**config.mk**
```make
export PLATFORM = sky130hd
export DESIGN_NAME = rv_mem_arbiter
export DESIGN_NICKNAME = d
export VERILOG_FILES = /design/src/rtl/rv_mem_arbiter.sv
export SDC_FILE = /design/constraint.sdc
export NUM_CORES = 1
export LEC_CHECK = 0
export BUFFER_PORTS_ARGS = -buffer_cell sky130_fd_sc_hd__buf_2
export CAP_MARGIN = 20
export CORE_AREA = 2 2 150 152
export DETAILED_ROUTE_END_ITERATION = 7
export DIE_AREA = 0 0 152 154
export GPL_TIMING_DRIVEN = 0
export PLACE_DENSITY_LB_ADDON = 0.15
export SETUP_SLACK_MARGIN = 0.02
export SLEW_MARGIN = 20
export SYNTH_ARGS = -nofsm -noshare
export SYNTH_HDL_FRONTEND = slang
export SYNTH_SLANG_ARGS = --single-unit
```
**constraint.sdc**
```tcl
create_clock -name clk -period 16.21 [get_ports clk]
set_input_delay 2.4315 -clock clk [delete_from_list [all_inputs] [get_ports clk]]
set_output_delay 2.4315 -clock clk [all_outputs]
set_load 0.005 [all_outputs]
```
**src/rtl/rv_mem_arbiter.sv**
```systemverilog
// Three-master arbiter for the shared 32-bit RV memory port: m0 has absolute
// priority, m1/m2 alternate; one latched access in flight, with a hang timeout.
module rv_mem_arbiter #(
  parameter int unsigned ADDR_W    = 23,
  parameter int unsigned TIMEOUT   = 4095,
  parameter logic [31:0] ERR_RDATA = 32'hDEAD_BEEF
) (
  input  logic              clk,
  input  logic              reset,
  input  logic              m0_valid,
  input  logic [ADDR_W-1:0] m0_addr,
  input  logic [31:0]       m0_wdata,
  input  logic [3:0]        m0_wstrb,
  output logic              m0_ready,
  output logic [31:0]       m0_rdata,
  input  logic              m1_valid,
  input  logic [ADDR_W-1:0] m1_addr,
  input  logic [31:0]       m1_wdata,
  input  logic [3:0]        m1_wstrb,
  output logic              m1_ready,
  output logic [31:0]       m1_rdata,
  input  logic              m2_valid,
  input  logic [ADDR_W-1:0] m2_addr,
  input  logic [31:0]       m2_wdata,
  input  logic [3:0]        m2_wstrb,
  output logic              m2_ready,
  output logic [31:0]       m2_rdata,
  output logic              rv_valid,
  input  logic              rv_ready,
  output logic [ADDR_W-1:0] rv_addr,
  output logic [31:0]       rv_wdata,
  output logic [3:0]        rv_wstrb,
  input  logic [31:0]       rv_rdata,
  output logic [1:0]        owner,
  output logic              timeout_err,
  output logic [7:0]        err_cnt
);

  localparam int unsigned   CNT_W  = (TIMEOUT > 1) ? $clog2(TIMEOUT + 1) : 1;
  localparam logic [CNT_W-1:0] TO_VAL = CNT_W'(TIMEOUT);
  localparam bit            TO_EN  = (TIMEOUT != 0);

  typedef enum logic [1:0] {
    ST_IDLE,
    ST_BUSY,
    ST_GAP
  } state_t;

  state_t              r_state;
  state_t              w_state_nxt;

  logic [CNT_W-1:0]    r_cnt;
  logic [CNT_W-1:0]    w_cnt_nxt;
  logic [1:0]          r_owner;
  logic [1:0]          r_rr_last;
  logic                r_rv_valid;
  logic [ADDR_W-1:0]   r_rv_addr;
  logic [31:0]         r_rv_wdata;
  logic [3:0]          r_rv_wstrb;
  logic [2:0]          r_ready;
  logic [31:0]         r_m0_rdata;
  logic [31:0]         r_m1_rdata;
  logic [31:0]         r_m2_rdata;
  logic                r_terr;
  logic [7:0]          r_err_cnt;

  logic                w_grant_en;
  logic [1:0]          w_grant;
  logic [ADDR_W-1:0]   w_sel_addr;
  logic [31:0]         w_sel_wdata;
  logic [3:0]          w_sel_wstrb;
  logic                w_done;
  logic                w_to;
  logic [2:0]          w_owner_oh;
  logic [31:0]         w_ret_data;

  always_ff @(posedge clk or posedge reset) begin
    if (reset) r_state <= ST_IDLE;
    else       r_state <= w_state_nxt;
  end

  always_comb begin
    w_state_nxt = r_state;
    w_grant_en  = 1'b0;
    w_grant     = 2'd0;
    w_done      = 1'b0;
    w_to        = 1'b0;
    w_cnt_nxt   = r_cnt + CNT_W'(1);
    unique case (r_state)
      ST_IDLE: begin
        // rr_last only ever holds 1 or 2, so the contested pick is "the other one"
        if (m0_valid) begin
          w_grant_en = 1'b1;
          w_grant    = 2'd0;
        end else if (m1_valid && m2_valid) begin
          w_grant_en = 1'b1;
          w_grant    = (r_rr_last == 2'd1) ? 2'd2 : 2'd1;
        end else if (m1_valid) begin
          w_grant_en = 1'b1;
          w_grant    = 2'd1;
        end else if (m2_valid) begin
          w_grant_en = 1'b1;
          w_grant    = 2'd2;
        end
        if (w_grant_en) w_state_nxt = ST_BUSY;
      end
      ST_BUSY: begin
        if (rv_ready)                             w_done = 1'b1;
        else if (TO_EN && (w_cnt_nxt == TO_VAL))  w_to   = 1'b1;
        if (w_done || w_to) w_state_nxt = ST_GAP;
      end
      ST_GAP:  w_state_nxt = ST_IDLE;
      default: w_state_nxt = ST_IDLE;
    endcase
  end

  always_comb begin
    w_sel_addr  = '0;
    w_sel_wdata = '0;
    w_sel_wstrb = '0;
    unique case (w_grant)
      2'd0: begin
        w_sel_addr  = m0_addr;
        w_sel_wdata = m0_wdata;
        w_sel_wstrb = m0_wstrb;
      end
      2'd1: begin
        w_sel_addr  = m1_addr;
        w_sel_wdata = m1_wdata;
        w_sel_wstrb = m1_wstrb;
      end
      2'd2: begin
        w_sel_addr  = m2_addr;
        w_sel_wdata = m2_wdata;
        w_sel_wstrb = m2_wstrb;
      end
      default: ;
    endcase
  end

  always_comb begin
    w_owner_oh = '0;
    unique case (r_owner)
      2'd0:    w_owner_oh = 3'b001;
      2'd1:    w_owner_oh = 3'b010;
      2'd2:    w_owner_oh = 3'b100;
      default: w_owner_oh = '0;
    endcase
    w_ret_data = w_done ? rv_rdata : ERR_RDATA;
  end

  always_ff @(posedge clk or posedge reset) begin
    if (reset) begin
      r_cnt      <= '0;
      r_owner    <= 2'd3;
      r_rr_last  <= 2'd2;
      r_rv_valid <= 1'b0;
      r_rv_addr  <= '0;
      r_rv_wdata <= '0;
      r_rv_wstrb <= '0;
      r_ready    <= '0;
      r_m0_rdata <= '0;
      r_m1_rdata <= '0;
      r_m2_rdata <= '0;
      r_terr     <= 1'b0;
      r_err_cnt  <= '0;
    end else begin
      r_ready <= '0;
      r_terr  <= 1'b0;
      if (w_grant_en) begin
        r_rv_addr  <= w_sel_addr;
        r_rv_wdata <= w_sel_wdata;
        r_rv_wstrb <= w_sel_wstrb;
        r_owner    <= w_grant;
        r_rv_valid <= 1'b1;
        r_cnt      <= '0;
      end else if (r_state == ST_BUSY) begin
        r_cnt <= w_cnt_nxt;
        if (w_done || w_to) begin
          r_rv_valid <= 1'b0;
          r_owner    <= 2'd3;
          r_ready    <= w_owner_oh;
          if (w_owner_oh[0]) r_m0_rdata <= w_ret_data;
          if (w_owner_oh[1]) r_m1_rdata <= w_ret_data;
          if (w_owner_oh[2]) r_m2_rdata <= w_ret_data;
          if (r_owner != 2'd0) r_rr_last <= r_owner;
          if (w_to) begin
            r_terr <= 1'b1;
            if (r_err_cnt != 8'hFF) r_err_cnt <= r_err_cnt + 8'd1;
          end
        end
      end
    end
  end

  assign rv_valid    = r_rv_valid;
  assign rv_addr     = r_rv_addr;
  assign rv_wdata    = r_rv_wdata;
  assign rv_wstrb    = r_rv_wstrb;
  assign owner       = r_owner;
  assign m0_ready    = r_ready[0];
  assign m1_ready    = r_ready[1];
  assign m2_ready    = r_ready[2];
  assign m0_rdata    = r_m0_rdata;
  assign m1_rdata    = r_m1_rdata;
  assign m2_rdata    = r_m2_rdata;
  assign timeout_err = r_terr;
  assign err_cnt     = r_err_cnt;

endmodule

```
==> impl_metrics.ini <==
[run_status]
status = complete, no violations

[floorplanning]
die_area_sq_um = 23400
die_h_microns = 154
start_util = 0.373
rows = 54
core_sq_um = 21700
die_x_microns = 152
ios = 385

[route]
drt-met1-wl_mm = 11.2
ant_nets = 0
avgViaCountPerCell = 5.21
wirelength_mm = 27.9
routed.top_layer = met5
first_pass_iters = 4
vias = 7389
drc = 0
first_iter_violations = 361
wl_met3_mm = 1.79
avgRoutedWirePerCell_microns = 19.7
dr_wl_met2_mm = 14.1

[synth]
ys_ff_latch = 186
async_flop_share = 1.00
ys_seq_area_frac = 0.575
synth_top_flop_cell = dfrtp_1
synth_cells = 715
avgSynthCellArea_sq_um = 11.3
synth_cell_types = 53
synth_nets = 933
syn_area_sq_um = 8100
yosysWarnings = 0
synth_edf_count = 0

[sta]
hold_viol_final = 0
drv_slew = 0
tns_ps = 0
rsz0062_at_grt = no
finClkSkew_ps = 11.2
period_needed_ps = 4440
worst_pin_slew_ps = 920
finalCritPeriodShare = 0.274
finalSetupViolCount = 0
relSlewSlack = 0.382
fmax_mhz = 225

[clocking]
postCtsHoldBufs = 0
cts-root-buf = clkbuf_16
clkLatencyLatePin_ps = 440
clk_pin_slew_ps = 70
cts.sinks = 186
cts_buffers = 17
postCtsSetupRepairBufs = 0
clock_path_buffers = 2
cts_htree_levels = 4
cts_tree = yes
cts_resized = 0

[critical_path]
crit_path_top_delay_cell = a21oi_1
cp_max_fo = 10
end_kind = flop
worstPathArrival_ps = 4740
r2r_setup_slack_ps = 13400
worst_ep_required_time_ps = 16500
crit_chain = buf_2 > or3_1 > a21oi_1 > clkbuf_1 > buf_2 > nor2b_1 > a221oi_1 > o21ai_0
worstSetupPathType = input port to flop
start_kind = input port
path_common_cell = buf_2
critPathMaxStageDelay_ps = 570

[layout]
nets = 1337
drive_gt1_frac = 0.395
design_area_sq_um = 11100
area.growth.synth_to_final_pct = 36.7

[global_route]
grt_usage = 0.236
antenna_found_initial = 7
grt_pass1_vias = 7347
grt_overflow = 0
grt_pass1_wl_mm = 43.0
grt_max_degree = 102

[placement]
dp_hpwl_mm = 21.6
globalplace.congestion = 0.876
port_buffers = 383
placed_cell_area_sq_um = 10400

[min_path]
hold_path.class = flop to flop

[pwr]
ir_worst_vdd_uv = 63.7
powerDensity_nw_per_um2 = 176
leakagePower_nw = 5.26

[run]
cap_viol_max_count = 0
[final timing paths]
path	cells past startpoint	start	endpoint
setup / recovery	8	m0_valid	rv_wstrb[1]
hold / removal	2	rv_wdata[4]	rv_wdata[4]
setup reg to reg	7	r_state[1]	rv_wstrb[1]
hold reg to reg	2	rv_wdata[4]	rv_wdata[4]
max in group asynchronous	3	reset	m2_rdata[20]
min in group asynchronous	2	reset	rv_addr[20]
[layout by cell type, fill, tap and decap left out, types with 13 or more instances in the layout]
master     netlist  layout
a22o_1          24      24
buf_2            2     385
dfrtp_1        183     183
a221oi_1        59      59
o21ai_0         67      67
clkbuf_1        42      42
clkbuf_16        0      17
o21ai_1         13      13
nand2_1         72      72
o22a_1          72      72
nor2b_1         60      60
[kinds of logic after synthesis]
family | count (synthesis) | synth area share
AO/OA/AOI/OAI | 261 | 0.246
XOR/XNOR | 11 | 0.0119
adder cells (fa/ha/maj) | 3 | 0.00464
buffers and inverters | 67 | 0.0393
flip-flops | 186 | 0.575
multiplexers | 1 | 0.00139
AND/OR/NAND/NOR | 186 | 0.121
[report_power, final]
| part | switching, mW | internal [mW] |
|---|---|---|
| combinational | 0.388 | 0.330 |
| sequential | 0.113 | 0.669 |
| clock | 0.208 | 0.237 |
[stage by stage]
stage                     power, mW  cells  worst slack (ps)  hold WS, ps   util
after floorplan                1.14    715              8730          443      -
after global placement         1.50   1378              6340          457  0.478
after detailed placement       1.52   1380             11280          465  0.481
after CTS                      1.96   1412             11730          480  0.510
after global routing           2.07   1413             11570          495  0.510
final                          1.94   1418             11770          472  0.510
[cell usage after synthesis, types with 3 or more instances]
cell / count / area (sq um)
dfrtp_1: 183 / 4580
nand2_1: 72 / 270
o22a_1: 72 / 631
o21ai_0: 67 / 335
nor2b_1: 60 / 375
a221oi_1: 59 / 517
clkbuf_1: 42 / 158
a22o_1: 24 / 210
o21ai_1: 13 / 65.1
nand3_1: 10 / 50.1
nor2_1: 10 / 37.5
inv_1: 9 / 33.8
xnor2_1: 9 / 78.8
buf_6: 7 / 78.8
nand4_1: 7 / 43.8
and2_1: 6 / 37.5
a21oi_1: 4 / 20.0
a31oi_1: 3 / 18.8
and3_1: 3 / 18.8
buf_1: 3 / 11.3
dfstp_2: 3 / 78.8
ha_1: 3 / 37.5
inv_4: 3 / 18.8
nand3b_1: 3 / 22.5
nor3_1: 3 / 15.0
o21ai_4: 3 / 48.8
o31ai_1: 3 / 22.5
[sequential cells by signal (all words and copies together) (netlist names)]
signal	cells
m1_rdata	32
r_state	2
r_cnt	12
m0_rdata	32
m2_rdata	32
r_ready	3
rv_wdata	32
r_rr_last	2
err_cnt	8
rv_valid	1
owner	2
rv_wstrb	4
rv_addr	23
timeout_err	1
[worst max-delay path: cells and delay by family]
| kind | cells | cell delay, ps |
|---|---|---|
| AOI/OAI and AO/OA | 3 | 910 |
| and+or+nand+nor | 2 | 450 |
| buffers and inverters | 3 | 920 |
[layout make-up]
| class | instances | area, sq um |
|---|---|---|
| clock buffer | 17 | 425 |
| timing repair buffer | 385 | 1950 |
| clock inverter | 15 | 204 |
| antenna | 6 | 15.0 |
| inverter | 12 | 60.1 |
| fill | 2075 | 10600 |
| tap | 280 | 350 |
| buffer | 55 | 265 |
| sequential | 186 | 4660 |
| multi-input combinational | 462 | 3140 |
[routing by layer]
metal	vias up	global-route usage
li1	3491	-
met1	3570	0.276
met2	275	0.415
met3	47	0.0637
met4	6	0.0846
met5	-	0
Note: power is estimated with default switching activity, not from simulation.
